## src/rtl/tp_pad_driver.sv

```systemverilog
// tp_pad_driver: drives one test-point pad from a run-time selected probe.
// Each probe bit is synchronized. Rising edges on the active channel are
// counted, and each edge is stretched into a fixed-width pad pulse.
//
// Optional feature macro: TP_PAD_DRIVER_STRETCH_EN
//   defined   -> IDLE/PULSE/GAP stretcher FSM drives TP_OUT
//   undefined -> TP_OUT is a registered copy of the synchronized probe,
//                and BUSY is tied to 0
//
// Ports:
//   CLK        system clock, rising edge
//   RESET_N    async active-low reset
//   PROBE      probe sources, asynchronous to CLK
//   SEL        requested channel, loaded on SEL_STB
//   SEL_STB    single-cycle select strobe
//   CNT_CLR    synchronous clear of EDGE_CNT
//   TP_OUT     registered pad drive
//   ACTIVE_SEL currently selected channel
//   EDGE_CNT   saturating rising-edge count on the active channel
//   BUSY       stretcher not idle
module tp_pad_driver #(
    parameter int unsigned NPROBE  = 8,
    parameter int unsigned SEL_W   = 3,
    parameter int unsigned STRETCH = 16,
    parameter int unsigned CNT_W   = 8
) (
    input  logic              CLK,
    input  logic              RESET_N,
    input  logic [NPROBE-1:0] PROBE,
    input  logic [SEL_W-1:0]  SEL,
    input  logic              SEL_STB,
    input  logic              CNT_CLR,
    output logic              TP_OUT,
    output logic [SEL_W-1:0]  ACTIVE_SEL,
    output logic [CNT_W-1:0]  EDGE_CNT,
    output logic              BUSY
);

    localparam int unsigned NSEL = 2 ** SEL_W;

    // Elaboration-time parameter sanity
    if (STRETCH < 1) begin : g_bad_stretch
        $error("tp_pad_driver: STRETCH must be at least 1");
    end
    if (NSEL < NPROBE) begin : g_bad_sel_w
        $error("tp_pad_driver: SEL_W too narrow for NPROBE");
    end

    // Two-flop synchronizer on every probe bit
    logic [NPROBE-1:0] s1;
    logic [NPROBE-1:0] s2;

    always_ff @(posedge CLK or negedge RESET_N) begin
        if (!RESET_N) begin
            s1 <= '0;
            s2 <= '0;
        end else begin
            s1 <= PROBE;
            s2 <= s1;
        end
    end

    // Pad s2 to the full select range so any SEL value indexes safely
    logic [NSEL-1:0] s2_pad;
    assign s2_pad = NSEL'(s2);

    logic sel_ok_c;
    logic load_c;
    logic prev;
    logic edge_c;

    assign sel_ok_c = (32'(SEL) < NPROBE);
    assign load_c   = SEL_STB & sel_ok_c;
    assign edge_c   = s2_pad[ACTIVE_SEL] & ~prev;

    // Channel select and edge-history flop; a load primes prev from the new
    // channel so switching never looks like an edge
    always_ff @(posedge CLK or negedge RESET_N) begin
        if (!RESET_N) begin
            ACTIVE_SEL <= '0;
            prev       <= 1'b0;
        end else if (load_c) begin
            ACTIVE_SEL <= SEL;
            prev       <= s2_pad[SEL];
        end else begin
            prev       <= s2_pad[ACTIVE_SEL];
        end
    end

    // Saturating edge counter: load > clear > increment
    always_ff @(posedge CLK or negedge RESET_N) begin
        if (!RESET_N) begin
            EDGE_CNT <= '0;
        end else if (load_c || CNT_CLR) begin
            EDGE_CNT <= '0;
        end else if (edge_c && (EDGE_CNT != {CNT_W{1'b1}})) begin
            EDGE_CNT <= EDGE_CNT + CNT_W'(1);
        end
    end

`ifdef TP_PAD_DRIVER_STRETCH_EN

    localparam int unsigned DCNT_W = (STRETCH > 1) ? $clog2(STRETCH) : 1;

    typedef enum logic [1:0] {
        ST_IDLE  = 2'd0,
        ST_PULSE = 2'd1,
        ST_GAP   = 2'd2
    } state_t;

    state_t            state;
    state_t            state_nx;
    logic [DCNT_W-1:0] dcnt;
    logic [DCNT_W-1:0] dcnt_nx;
    logic              gap_last;
    logic              gap_last_nx;

    // Stretcher state, pulse counter and registered outputs
    always_ff @(posedge CLK or negedge RESET_N) begin
        if (!RESET_N) begin
            state    <= ST_IDLE;
            dcnt     <= '0;
            gap_last <= 1'b0;
            TP_OUT   <= 1'b0;
            BUSY     <= 1'b0;
        end else begin
            state    <= state_nx;
            dcnt     <= dcnt_nx;
            gap_last <= gap_last_nx;
            TP_OUT   <= (state_nx == ST_PULSE);
            BUSY     <= (state_nx != ST_IDLE);
        end
    end

    // Next-state: PULSE holds STRETCH cycles, GAP holds two, select load aborts
    always_comb begin
        state_nx    = state;
        dcnt_nx     = dcnt;
        gap_last_nx = gap_last;
        unique case (state)
            ST_IDLE: begin
                if (edge_c) begin
                    state_nx = ST_PULSE;
                    dcnt_nx  = DCNT_W'(STRETCH - 1);
                end
            end
            ST_PULSE: begin
                if (dcnt == '0) begin
                    state_nx    = ST_GAP;
                    gap_last_nx = 1'b0;
                end else begin
                    dcnt_nx = dcnt - DCNT_W'(1);
                end
            end
            ST_GAP: begin
                if (gap_last) begin
                    state_nx = ST_IDLE;
                end else begin
                    gap_last_nx = 1'b1;
                end
            end
            default: begin
                state_nx = ST_IDLE;
            end
        endcase
        if (load_c) begin
            state_nx = ST_IDLE;
        end
    end

`else

    // Level follower: registered copy of the synchronized active probe
    always_ff @(posedge CLK or negedge RESET_N) begin
        if (!RESET_N) begin
            TP_OUT <= 1'b0;
        end else if (load_c) begin
            TP_OUT <= 1'b0;
        end else begin
            TP_OUT <= s2_pad[ACTIVE_SEL];
        end
    end

    assign BUSY = 1'b0;

`endif

endmodule

```

## config.mk

```make
export PLATFORM = sky130hd
export DESIGN_NAME = tp_pad_driver
export DESIGN_NICKNAME = d
export VERILOG_FILES = /design/src/rtl/tp_pad_driver.sv
export SDC_FILE = /design/constraint.sdc
export NUM_CORES = 1
export LEC_CHECK = 0
export ABC_AREA = 1
export ABC_CLOCK_PERIOD_IN_PS = 2250
export CAP_MARGIN = 40
export CORE_MARGIN = 5
export CORE_UTILIZATION = 49
export CTS_BUF_LIST = sky130_fd_sc_hd__clkbuf_16
export CTS_CLUSTER_DIAMETER = 200
export DETAILED_ROUTE_END_ITERATION = 8
export GPL_TIMING_DRIVEN = 0
export HOLD_SLACK_MARGIN = 0.02
export MAX_ROUTING_LAYER = met4
export PLACE_DENSITY = 0.75
export SYNTH_ARGS = -nofsm -noshare
export SYNTH_HDL_FRONTEND = slang
export SYNTH_SLANG_ARGS = --single-unit
```

## constraint.sdc

```tcl
create_clock -name CLK -period 2.25 [get_ports CLK]
set_clock_uncertainty 0.2 [all_clocks]
set_input_delay 0.225 -clock CLK [delete_from_list [all_inputs] [get_ports CLK]]
set_output_delay 0.225 -clock CLK [all_outputs]
set_load 0.03 [all_outputs]
```

# ---- After elaboration in Yosys (flattened, before gate mapping)
# Cells that the tools add are included.
dict set report classes {
  mux 8
  n_shift 0
  div 0
  n_addsub 1
  mul 0
  reduce_logical 3
  n_lt_le_gt_ge 2
  bitwise 2
  n_eq_ne 1
}
# op count
set op_table {}
lappend op_table {{$mux 8} 2}
lappend op_table {{$add 8x1->8 const B} 1}
lappend op_table {{$lt 3x4->1 const B} 2}
lappend op_table {{$ne 8x8->1 const B} 1}
lappend op_table {{$bmux 1 s3} 2}
lappend op_table {{$mux 1} 4}
lappend op_table {{$reduce_bool 2->1} 1}
lappend op_table {{$and 1x1->1} 1}
lappend op_table {{$logic_and 1x1->1} 1}
lappend op_table {{$logic_or 1x1->1} 1}
lappend op_table {{$not 1->1} 1}
dict set report totals {
  out_inout_bits 13
  reg_bits 29
  ramBits 0
  wordCells 23
  latchBits 0
  input_bits 15
  memories 0
  romBits 0
}

# ---- Depth between registers and ports, before layout
# Gate-level depths: netlist (run 1).
dict set report depth {
  depth_word 6
  depth_mapped 8
  depth_no_buf 8
}

# ---- Least setup slack after synthesis (run 1)
# OpenSTA, ideal clock, no wires.
dict set report synth_timing {
  kind {flip-flop to flip-flop}
  from {register EDGE_CNT[0]}
  to {register EDGE_CNT[2]}
  required_time_ps 1932
  path_stages_with_launch 8
  synth_period_minus_slack_ps 1745
  n_path_buf 0
  t_arrival_ps 1427
  setup_slack_ps 505
  setup_ps 118
  path_cell_list {dfrtp_1 ha_1 nand3_2 inv_2 a21oi_4 nand3_4 nand3_1 nand2_1}
}
dict set report synth_between {
  elab_chain_cells 3
  word_cells_on_any_way 6
  classes_between {add/sub: 1; eq/ne: 1; mux: 2; reduce/logical: 2}
}
# element line_no
set synth_lines {}
lappend synth_lines {{from (decl)} 35} ;# output logic [CNT_W-1:0] EDGE_CNT,
lappend synth_lines {{from (signal assigned)} 97} ;# EDGE_CNT <= EDGE_CNT + CNT_W'(1);
lappend synth_lines {{$add 8x1->8 / $ne 8x8->1 (equally long branches)} {97, 96}}
lappend synth_lines {{$mux 8 / $logic_and 1x1->1 (equally long branches)} 96} ;# end else if (edge_c && (EDGE_CNT != {CNT_W{1'b1}})) begin
lappend synth_lines {{$mux 8 / $reduce_bool 2->1 (equally long branches)} --}
# Several ways; a longest one is shown, not always the timed one. The select of a mux whose other input is x is not followed.
# A chain may end at the register's enable or synchronous reset.

# ---- Final worst setup path (run 1)
dict set report layout_timing {
  from {register EDGE_CNT[2]}
  to {output EDGE_CNT[2]}
}
# No word-level cell between the ends.

==> parameters.txt, run 1 <==
Parameter                              Value

Route
  Iteration-0 DRC count of the detailed router ... 38
  Number of vias in the routed layout ... 1088
  WL/cell ... 13.6 um
  Vias per std cell ... 5.21
  Count of nets left with antenna violations after detail routing ... 0
  Post-route DRC ... 0
  Routed Wire Length ... 2840 um
  TritonRoute pass-1 iters ... 4

Worst setup path
  Critical Path AT ... 1.45 ns
  Critical path class ... flip-flop to output pin
  Chain of cells forming the critical path ... clkdlybuf4s50_1
  Sum of buffers and inverters on the critical path ... 1
  Critical Path End Type ... output pin
  R2r setup slk ... 0.42 ns
  Top delay family on crit path ... buffers and inverters
  WP data required ... 1.82 ns
  Worst Setup Start Kind ... flip-flop
  Largest fanout on the critical path ... 6
  Largest stage delay on the critical path ... 0.72 ns
  Worst-path cell with the longest stage delay ... clkdlybuf4s50_1

Power and ir drop
  Static power due to leakage ... 0.876 nW
  Portion of total power attributed to the clock network ... 50.0%
  Highest ir drop seen on vdd ... 1050 uV
  Switching power share of the total ... 23.3%
  Design internal power ... 1.13 mW
  Sequential Power Share ... 38.3%
  Power spent charging and discharging nets ... 0.344 mW
  PwrDens ... 831 mW/mm^2
  Combinational share of power ... 11.7%

CTS
  H-tree depth reported by CTS ... 2
  Number of buffers added for setup after CTS ... 0
  Clock sink count ... 29
  Post-CTS clock slew at the launch and capture registers of the worst setup and hold paths ... 0.05 ns
  Clk buf depth ... 2
  CTS buffer count ... 5
  CTS tree ... done
  Master cell of the clock root buffer ... clkbuf_16
  Number of hold buffers added after cts ... 0
  Clock latency on the worst-skew pair ... 0.27 ns
  Count of instances resized after the clock tree is built ... 0

Logic synthesis
  Syn nets ... 161
  Total standard cell area after synthesis ... 0.00129 sq mm
  Synthesis-stage register bit count ... 29
  Synthesized area per cell ... 8.92 sq um
  Synth Instances ... 145
  Warnings, synthesis ... 0
  Count of cell types in the netlist ... 21
  Sequential fraction of the synthesis area ... 56.1%

Placement
  Post-placement cell count ... 201
  Dpl hpwl ... 2000 um
  Number of I/O port buffers ... 25
  Routability congestion estimate ... 0.860

STA
  Max_slew headroom ... 60.0%
  Number of hold violations in the final report ... 0
  Slew @ Worst Pin ... 0.599 ns
  Fin Setup TNS ... 0 ns
  Max-slew violations ... 0
  Minimum period implied by the final worst setup slack ... 1.88 ns
  Highest attainable clock frequency ... 0.532 GHz
  RSZ-0062 raised after global routing ... no
  Count of endpoints failing setup in the final report ... 0
  Share of the clock period used by the worst path ... 83.5%

Die
  Total die area ... 0.00377 sq mm
  Starting density of the core ... 51.8%
  Cell Rows ... 18
  Chip height ... 61.4 um
  Floorplan core area ... 0.00250 sq mm
  IO Pins ... 28
  Die W ... 61.4 um

Global routing
  Number of antenna violations at the first check in global routing ... 0
  Remaining Overflow, GRT ... 0
  Via count of the first global-routing pass ... 1118
  First-pass GRT wire length ... 4910 um
  GRT Total Usage ... 19.2%
  Pin count of the biggest net entering global routing ... 19

Run status
  Result of the run ... finished clean

Layout
  Total of fill cells in the finished design ... 194
  Antenna diode count ... 0
  Fraction of final layout cells sized beyond drive strength 1 ... 11.7%
  NumNets Final ... 194
  Final std cells w/o fill ... 209
  P&R area growth vs syn ... 37.2%

Job
  Number of maximum-capacitance constraint violations ... 0

Worst hold path
  Worst min path class ... primary input to flip-flop
## cells in the mapped netlist (all sizes together)
cell	n	share of area (%)
nor2	9	3.0
buf	3	1.4
o21ai	8	3.1
nand3	20	9.1
inv	21	6.1
nand2	36	11
nor3	1	0.39
xor2	3	2.0
o211ai	1	0.58
dfrtp	29	56
a21oi	3	2.0
conb	1	0.29
nand4	9	4.4
ha	1	0.97
## through the flow
stage          hold WS [ns]  power, mW  setup slack (ns)  cell area [sq um]  utilization, %
3_3_place_gp          0.132      0.732             0.359               1580            63.3
3_5_place_dp          0.135      0.743             0.429               1610            64.4
2_1_floorplan        -0.271      0.662             0.505               1290               -
4_1_cts              0.0751       1.49             0.379               1780            71.0
6_report             0.0767       1.48             0.371               1780            71.0
5_1_grt               0.130       1.54             0.336               1780            71.0
## layer usage
layer | part of all wire (%) | vias up | global-route usage [%]
li1 | - | 532 | -
met4 | 1.1 | 0 | 5.76
met3 | 6.5 | 4 | 8.39
met5 | 0 | - | -
met2 | 51 | 33 | 31.7
met1 | 42 | 519 | 21.1
## area by class of cell
type | instances | area [sq um] | area share [%]
clock inverters | 3 | 41.3 | 2.33
inverters | 21 | 78.8 | 4.44
clock buffers | 5 | 125 | 7.05
multi-input cells | 92 | 472 | 26.6
flip-flops and latches | 29 | 726 | 40.9
repair buffers | 26 | 278 | 15.6
plain buffers | 3 | 17.5 | 0.987
well taps | 30 | 37.5 | 2.11
## registers in the layout, indices dropped and copies added (netlist names)
signal	cells
ACTIVE_SEL	3
EDGE_CNT	8
TP_OUT	1
prev	1
s1	8
s2	8
## logic make-up after synthesis
group	after synthesis	synth area share, %
AO/OA/AOI/OAI	12	5.71
XOR/XNOR	3	2.03
adder cells (fa/ha/maj)	1	0.967
buffers and inverters	24	7.45
flip-flops	29	56.1
other	1	0.290
AND/OR/NAND/NOR	75	27.5
## path summary, 6_finish.rpt
| check | depth (start not counted) | end | from |
|---|---|---|---|
| min in group asynchronous | 1 | EDGE_CNT[0] | RESET_N |
| max in group asynchronous | 2 | EDGE_CNT[4] | RESET_N |
| min reg2reg | 0 | s2[3] | s1[3] |
| max reg2reg | 7 | EDGE_CNT[3] | EDGE_CNT[0] |
| max | 1 | EDGE_CNT[2] | EDGE_CNT[2] |
| min | 3 | ACTIVE_SEL[0] | SEL[0] |
## cell usage in the layout (no fill, tap or decap)
cell	netlist	final
nand4_1	9	9
o211ai_1	1	1
bufinv_16	0	1
buf_4	1	1
nand3_2	1	1
conb_1	1	1
nand3_1	18	18
inv_2	4	4
clkdlybuf4s50_1	0	25
dfrtp_1	29	29
clkinv_1	0	1
a21oi_4	1	1
nand2_2	1	1
nor2_1	7	7
xor2_1	3	3
nor2_2	2	2
nand3_4	1	1
clkbuf_16	0	5
inv_1	17	17
o21ai_0	8	8
a21oi_1	2	2
nand2_1	35	35
nor3_1	1	1
buf_2	2	2
buf_16	0	1
ha_1	1	1
clkinvlp_4	0	1
## worst reg2reg max path: stages, from the launching register on
cell	delay (ns)
dfrtp_1	0.42
ha_1	0.26
nand3_2	0.13
inv_2	0.06
a21oi_4	0.31
nand3_4	0.18
nand3_1	0.11
nand2_1	0.06
## power groups by stage
| stage | registers [mW] | clock network [mW] | logic, mW |
|---|---|---|---|
| 2_1_floorplan | 0.587 | 0 | 0.0750 |
| 3_3_place_gp | 0.572 | 0 | 0.160 |
| 3_5_place_dp | 0.573 | 0 | 0.171 |
| 4_1_cts | 0.565 | 0.746 | 0.174 |
| 5_1_grt | 0.568 | 0.778 | 0.189 |
| 6_report | 0.565 | 0.738 | 0.173 |
Note: power is estimated with default switching activity, not from simulation.
==> run 2, diff against run 1 <==
Settings changed: ABC_CLOCK_PERIOD_IN_PS 2250 to 1700, CORE_UTILIZATION 49 to 44, PLACE_DENSITY 0.75 to 0.71.
Clock period 2.25 ns to 1.7 ns, I/O delays scaled along.
==> run 2 against run 1 <==
  * Setup slack worse by 0.28 ns
  * Clock power up 31%
  * Sequential share of layout area up 0.31 points
  * Routed wire length down 3.8%
  * Power up 32%
  * Cell area down 0.42%
  * Largest power group unchanged
  * Highest routed layer unchanged
==> parameters.txt, run 2 (synthesis gave the netlist of run 1 again) <==
Parameter                              Value

STA
  RSZ-0062 raised after global routing ... no
  Number of hold violations in the final report ... 0 (unchanged)
  Share of the clock period used by the worst path ... 94.6%
  Final Hold Slack ... 0.0300 ns (-0.0467 ns)
  Post-layout worst setup margin ... 0.0916 ns (-0.280 ns)
  Highest attainable clock frequency ... 0.622 GHz
  Max_slew headroom ... 45.3% (-15 points)
  Max-slew violations ... 0 (unchanged)
  Minimum period implied by the final worst setup slack ... 1.61 ns
  Slew @ Worst Pin ... 0.817 ns (+0.219 ns)
  Fin Setup TNS ... 0 ns (unchanged)
  Count of endpoints failing setup in the final report ... 0 (unchanged)

CTS
  Master cell of the clock root buffer ... clkbuf_16
  Clk buf depth ... 2 (unchanged)
  Clock latency on the worst-skew pair ... 0.27 ns (about the same)
  Post-CTS clock slew at the launch and capture registers of the worst setup and hold paths ... 0.05 ns (about the same)
  CTS buffer count ... 5 (unchanged)
  H-tree depth reported by CTS ... 2 (unchanged)
  CTS tree ... done
  Number of hold buffers added after cts ... 0 (unchanged)
  Clock sink count ... 29 (unchanged)

Worst setup path
  Worst Setup Start Kind ... flip-flop
  R2r setup slk ... 0.10 ns (-0.32 ns)
  Critical R2R Capture ... EDGE_CNT[4]
  Chain of cells forming the critical path ... clkdlybuf4s50_1
  Critical Path AT ... 1.24 ns (-0.21 ns)
  Largest fanout on the critical path ... 1 (-5)
  Top delay family on crit path ... buffers and inverters
  Largest stage delay on the critical path ... 0.66 ns (-0.06 ns)
  Source of the worst register-to-register timing path ... EDGE_CNT[0]
  Critical path class ... flip-flop to output pin
  Critical Path End Type ... output pin
  WP data required ... 1.33 ns (-0.49 ns)
  Worst R2R Path Depth ... 7 (unchanged)
  Worst-path cell with the longest stage delay ... clkdlybuf4s50_1
  Sum of buffers and inverters on the critical path ... 1 (unchanged)

Route
  Iteration-0 DRC count of the detailed router ... 43 (+13%)
  Number of vias in the routed layout ... 1049 (-3.6%)
  Vias per std cell ... 4.95 (-4.9%)
  Routed Wire Length ... 2730 um (-3.8%)
  Count of nets left with antenna violations after detail routing ... 0 (unchanged)
  WL/cell ... 12.9 um (-5.1%)
  Post-route DRC ... 0 (unchanged)
  TritonRoute pass-1 iters ... 4 (unchanged)

Layout
  Fraction of the core area covered by cells at the end of the flow ... 63.6% (-7.5 points)
  P&R area growth vs syn ... 36.7%
  Final std cells w/o fill ... 212 (+1.4%)
  Antenna diode count ... 0 (unchanged)
  Largest registers ... EDGE_CNT (8), s1 (8), s2 (8)
  Commonest cells after routing, fill and taps aside ... nand2_1 (35), dfrtp_1 (27), inv_1 (18), nand3_1 (18), clkdlybuf4s50_1 (14)
  Fraction of final layout cells sized beyond drive strength 1 ... 14.4% (+2.6 points)
  Post-layout instance area ... 0.00177 sq mm (-0.42%)
  Most common cell after layout, fill and taps aside ... nand2_1
  NumNets Final ... 196 (+1.0%)
  Total of fill cells in the finished design ... 223 (+15%)

Power and ir drop
  Static power due to leakage ... 0.924 nW (+5.5%)
  Highest ir drop seen on vdd ... 1230 uV (+17%)
  PwrDens ... 1100 mW/mm^2 (+32%)
  Overall Power ... 1.94 mW (+32%)

Die
  Starting density of the core ... 46.5% (-5.2 points)
  Total die area ... 0.00412 sq mm (+9.5%)
  Chip height ... 64.2 um (+4.6%)
  Floorplan core area ... 0.00278 sq mm (+11%)
  Cell Rows ... 19 (+1)
  Die W ... 64.2 um (+4.6%)
  IO Pins ... 28 (unchanged)

Placement
  Number of I/O port buffers ... 25 (unchanged)
  Cell area after placement ... 0.00160 sq mm (-0.54%)
  Dpl hpwl ... 1930 um (-3.5%)
  Routability congestion estimate ... 0.886 (+3.0%)
  Worst setup slack after placement ... -0.0777 ns (-0.507 ns)
  Post-placement cell count ... 202 (+0.50%)

Global routing
  Via count of the first global-routing pass ... 1124 (+0.54%)
  GRT Total Usage ... 16.0% (-3.2 points)
  Remaining Overflow, GRT ... 0 (unchanged)
  Pin count of the biggest net entering global routing ... 19 (unchanged)
  First-pass GRT wire length ... 4950 um (+0.86%)
  Number of antenna violations at the first check in global routing ... 0 (unchanged)

Worst hold path
  Hold Crit Depth ... 3 (unchanged)
  End point of the worst hold path ... ACTIVE_SEL[0]
  Worst min path class ... primary input to flip-flop
  Worst min-delay path startpoint ... SEL[0]

Job
  Number of maximum-capacitance constraint violations ... 0 (unchanged)

Run status
  Result of the run ... finished clean
run 2: layout make-up:
class	instances	area, sq um	share of cell area (%)
clock buffer	5	125	7.08
multi-input combinational	92	474	26.8
buffer	3	17.5	0.991
sequential	29	728	41.2
clock inverter	3	38.8	2.19
inverter	21	78.8	4.46
timing repair buffer	28	267	15.1
tap	31	38.8	2.19
run 2: worst max-delay path by stage:
stage                startpoint           to  slack [ns]  cells after the start
floorplan           EDGE_CNT[0]  EDGE_CNT[2]        0.01                      7
global placement        RESET_N  EDGE_CNT[1]       -0.25                      1
finish                   TP_OUT       TP_OUT        0.09                      1
detailed placement  EDGE_CNT[0]  EDGE_CNT[4]       -0.08                      7
global route        EDGE_CNT[0]  EDGE_CNT[0]        0.01                      7
CTS                 EDGE_CNT[0]  EDGE_CNT[4]        0.04                      7
run 2: tightest hold or removal path, stage by stage:
cell and delay (ns):
buf_2 0.15, nand2_1 0.06, o21ai_0 0.07
run 2: per-layer routing:
| layer | GRT usage [%] | wire length, um |
|---|---|---|
| met1 | 17.4 | 1200 |
| met2 | 25.3 | 1340 |
| met3 | 7.18 | 146 |
| met4 | 6.87 | 42 |
| met5 | - | 0 |
run 2: repair_timing:
| action | 4_1_cts | 5_1_grt |
|---|---|---|
| buffers inserted | 2 | 0 |
| setup endpoints to repair | 19 | 8 |
| resized for setup | 11 | 1 |
| pin swaps | 1 | 2 |
run 2: where the power goes:
part           switching (mW)  leakage (nW)  internal [mW]
registers              0.0207         0.355          0.726
clock network           0.288        0.0850          0.680
logic                   0.138         0.484         0.0887
total                   0.447         0.924           1.50
==> run 3, diff against run 2 <==
Settings changed: SLEW_MARGIN set to 10.
==> results of run 3 <==
Final layout, timing and power as in run 2 (identical DEF).
==> variant 1 (flow settings as in run 1) <==
Build with the macro `TP_PAD_DRIVER_STRETCH_EN` defined.
--- a/src/rtl/tp_pad_driver.sv
+++ b/src/rtl/tp_pad_driver.sv
@@ -19,4 +19,6 @@
 //   EDGE_CNT   saturating rising-edge count on the active channel
 //   BUSY       stretcher not idle
+`define TP_PAD_DRIVER_STRETCH_EN
+
 module tp_pad_driver #(
     parameter int unsigned NPROBE  = 8,
Formal check against the unedited RTL: not equivalent (a bounded check fails within 4 cycles, from zero or initial values and one cycle with RESET_N low).
==> variant 1 against run 1 <==
- critical path depth unchanged
- power up 28%
- sequential cell count increased by 8
- worst setup slack worse by 4.1 ps
- cell area increased by 23%
- area after synthesis rose by 32%
- count of clock-buffer cells in the layout unchanged
- combinational power is 100% higher
- wire length up 9.3%
- critical endpoint is now EDGE_CNT[3]
- highest routed layer unchanged
==> variant 1: results (changes against run 1) <==
synth_common_cells: "nand2_1 (45), dfrtp_1 (37), nand3_1 (21)"
drt_first_pass_iters: 4  # unchanged
peakVddDrop_mv: 0.635  # -39%
drive_gt1_share_pct: 14.3  # +2.6 points
ys_seq_area_share_pct: 54.3  # -1.8 points
wl_met1_um: 1350  # +14%
sh_seq_area_pct: 42.3  # +1.4 points
grt_pass1_wl_um: 5710  # +16%
p_leak_nw: 1.06  # +21%
nFillCells: 285  # +47%
nNetsFinal: 234  # +21%
nonClockInverterCount: 23  # +9.5%
wl_met2_um: 1540  # +7.0%
seqPwrFrac_pct: 42.1  # +3.8 points
gr-usage-met3_pct: 4.65  # -3.7 points
num-multi-input-gates: 120  # +30%
wl_met3_um: 146  # -20%
drtIter0Drc: 63  # +66%
syn-num-nets: 200  # +24%
synthTopCellsByArea: "dfrtp_1 (54%), nand2_1 (9.9%), nand3_1 (6.2%)"
globalplace.congestion: 0.847  # -1.5%
powerClk_w: 0.000751  # +2%
grt_util_all_layers_pct: 15.2  # -4.1 points
crit_slowest_cell: "clkdlybuf4s50_1"
layout.nonclk_buf_share_pct: 12.7  # -3.9 points
ys_ff_latch: 37  # +28%
cts_root_buf: "clkbuf_16"
grt_use_met1_pct: 16.9  # -4.1 points
outcome: "finished clean"
layout.non_clock_buffers: 30  # +3.4%
port_buffers: 26  # +4.0%
arrival_ps: 1460
tightest_slew_ps: 800  # +201 ps
vias: 1299  # +19%
dp_hpwl_um: 2280  # +14%
wl_per_cell_um: 11.8  # -13%
synthArstFlopShare_pct: 100  # unchanged
multi_input_area_share_pct: 31.1  # +4.6 points
synth_cell_types: 27  # +29%
grt_max_degree: 38  # +19
power_per_cell_area_mw_per_mm2: 865  # +4.0%
met2_usage_pct: 24.8  # -6.9 points
pre_cts_ws_ps: 504  # +74.5 ps
cpPeakStageDelay_ps: 720  # about the same
power_switching_w: 0.000499  # +45%
clkCellAreaFrac_pct: 7.31  # -2.1 points
variant 1: cell types whose count changed in the layout (fill, tap and decap cells not counted), sizes merged, moves of 2 or more:
cell,before,now
buf,4,2
clkbuf,5,7
nand2,36,49
nand3b,0,2
nor2,9,11
inv,21,23
or2,0,3
nand4,9,5
nand3,20,27
dfrtp,29,37
variant 1: path summary, 6_finish.rpt:
path,start,to,slack (ps),cells past startpoint
worst max-delay path,EDGE_CNT[3]$_DFFE_PN0P_,EDGE_CNT[3],370,1
worst min-delay path,SEL[0],ACTIVE_SEL[0]$_DFFE_PN0P_,120,3
worst max register to register,dcnt[0]$_DFFE_PN0P_,dcnt[1]$_DFFE_PN0P_,580,8
worst min register to register,s1[6]$_DFF_PN0_,s2[6]$_DFF_PN0_,150,0
max in group asynchronous,RESET_N,EDGE_CNT[4]$_DFFE_PN0P_,960,2
min in group asynchronous,RESET_N,s1[2]$_DFF_PN0_,390,2
variant 1: repair_timing:
| action | 4_1_cts | 5_1_grt |
|---|---|---|
| hold buffers | 1 | 0 |
| setup endpoints to repair | 0 | 0 |
| hold endpoints to repair | 37 | 0 |
variant 1: cell families after synthesis:
family | Yosys count | share of synthesized area (%)
and+or+nand+nor | 99 | 31.5
adders and majority gates | 2 | 1.47
xor gates and xnor gates | 5 | 2.57
AOI/OAI and AO/OA | 14 | 4.47
DFF | 37 | 54.3
buffers and inverters | 26 | 5.79
variant 1: tightest hold or removal path, delay by kind of cell:
family,cells,cell delay [ps]
AO/OA/AOI/OAI,1,70
buffers and inverters,1,160
AND/OR/NAND/NOR,1,90
variant 1: stage by stage:
step                      cells  cell area, um2  hold slack, ps  TNS, ps
after floorplan             183            1710            -271        0
after global placement      255            2020             133     -311
after detailed placement    255            2020             136        0
after CTS                   263            2190             123        0
after global routing        263            2190             148        0
final                       263            2190             124        0
==> variant 2 (settings of run 1) <==
Without the edit above. Put one more register stage on the output `EDGE_CNT`, without a reset. The value now appears one clock later. The other outputs are not delayed to match.
--- a/src/rtl/tp_pad_driver.sv
+++ b/src/rtl/tp_pad_driver.sv
@@ -38,4 +38,6 @@
 
     localparam int unsigned NSEL = 2 ** SEL_W;
+
+    logic [CNT_W-1:0] EDGE_CNT_s0;
 
     // Elaboration-time parameter sanity
@@ -91,9 +93,9 @@
     always_ff @(posedge CLK or negedge RESET_N) begin
         if (!RESET_N) begin
-            EDGE_CNT <= '0;
+            EDGE_CNT_s0 <= '0;
         end else if (load_c || CNT_CLR) begin
-            EDGE_CNT <= '0;
-        end else if (edge_c && (EDGE_CNT != {CNT_W{1'b1}})) begin
-            EDGE_CNT <= EDGE_CNT + CNT_W'(1);
+            EDGE_CNT_s0 <= '0;
+        end else if (edge_c && (EDGE_CNT_s0 != {CNT_W{1'b1}})) begin
+            EDGE_CNT_s0 <= EDGE_CNT_s0 + CNT_W'(1);
         end
     end
@@ -186,4 +188,8 @@
 `endif
 
+    always_ff @(posedge CLK) begin
+        EDGE_CNT <= EDGE_CNT_s0;
+    end
+
 endmodule
 
Formal check against the unedited RTL: not equivalent (Yosys sat finds a counterexample within 4 cycles, from zero or initial values and one cycle with RESET_N low).
==> variant 2 against run 1 <==
- highest routed layer unchanged
- power grew 5.1%
- wire length rose by 0.21%
- first-iteration DRC count increased by 58%
- cell area up 8.5%
- sequential cell count increased by 8
- critical path type unchanged
- area after synthesis up 13%
- hold slack worse by 7.9 ps
- worst setup slack better by 17 ps
- largest power group is now sequential cells
==> variant 2: results (changes against run 1) <==
nNetsFinal: 204  # +5.2%
synth_cell_types: 22  # +4.8%
synth_common_cells: "nand2_1 (37), dfrtp_1 (29), inv_1 (21)"
wl_met3_um: 155  # -15%
nFillCells: 204  # +5.2%
power_switching_w: 0.000381  # +11%
synthTopCellsByArea: "dfrtp_1 (50%), dfxtp_1 (11%), nand2_1 (9.5%)"
yosys.area_share.xor_xnor_pct: 1.80  # -0.23 points
synthArstFlopShare_pct: 78.4  # -22 points
drtIter0Drc: 60  # +58%
regToRegEndpoint: "EDGE_CNT_s0[0]$_DFFE_PN0P_"
powerClk_w: 0.000674  # -8.7%
grt_pass1_vias: 1178  # +5.4%
synthAdderAreaFrac_pct: 0.855  # -0.11 points
tightest_slew_ps: 674  # +74.9 ps
grt_util_all_layers_pct: 16.6  # -2.6 points
grt_max_degree: 18  # -1
gr-usage-met3_pct: 6.74  # -1.6 points
outcome: "finished clean"
grt_pass1_wl_um: 5090  # +3.5%
wl_met1_um: 1290  # +8.7%
vias: 1133  # +4.1%
timing.hold.ws_ps: 68.7  # -7.94 ps
r2r_start: "EDGE_CNT_s0[0]$_DFFE_PN0P_"
dp_hpwl_um: 2080  # +4.0%
p_leak_nw: 0.925  # +5.7%
drive_gt1_share_pct: 9.52  # -2.2 points
syn-num-nets: 171  # +6.2%
wl_met2_um: 1340  # -6.5%
peakVddDrop_mv: 0.600  # -43%
synth-compound-area-share_pct: 4.70  # -1.0 points
grt_use_met1_pct: 19.5  # -1.5 points
seqPwrFrac_pct: 45.6  # +7.3 points
wl_per_cell_um: 12.9  # -4.8%
==> variant 2: cell count changes in the layout (fill, tap and decap cells not counted), sizes merged <==
| cell | delta |
|---|---|
| nor2 | +1 |
| dfxtp | +8 |
| xor2 | -1 |
| bufinv | -1 |
| inv | +1 |
| xnor2 | +1 |
| o21ai | -1 |
| nand2 | +2 |
==> variant 2: per-stage QoR <==
stage          total power, W  std cells  util, %  worst slack, ps  cell area [um2]
2_1_floorplan        0.000808        155        -              675             1460
4_1_cts               0.00157        220     68.6              390             1930
5_1_grt               0.00163        220     68.6              331             1930
3_5_place_dp         0.000889        212     63.4              447             1780
6_report              0.00155        220     68.6              388             1930
3_3_place_gp         0.000878        211     62.4              350             1750
==> variant 2: how the worst max path moves through the flow <==
stage                                from                         end  slack, ps
2_1_floorplan  EDGE_CNT_s0[0]$_DFFE_PN0P_  EDGE_CNT_s0[5]$_DFFE_PN0P_        670
3_3_place_gp                      RESET_N  EDGE_CNT_s0[5]$_DFFE_PN0P_        350
3_5_place_dp   EDGE_CNT_s0[0]$_DFFE_PN0P_  EDGE_CNT_s0[0]$_DFFE_PN0P_        450
4_1_cts         ACTIVE_SEL[0]$_DFFE_PN0P_               ACTIVE_SEL[0]        390
5_1_grt        EDGE_CNT_s0[0]$_DFFE_PN0P_  EDGE_CNT_s0[0]$_DFFE_PN0P_        330
6_report        ACTIVE_SEL[0]$_DFFE_PN0P_               ACTIVE_SEL[0]        390
==> variant 2: final cells by class <==
cell class	count	area [um2]	area share [%]
repair buffers	26	278	14.4
clock inverters	3	21.3	1.10
multi-input cells	94	480	25.0
plain buffers	3	17.5	0.910
flip-flops and latches	37	886	46.0
clock buffers	5	125	6.50
well taps	31	38.8	2.01
inverters	21	78.8	4.09
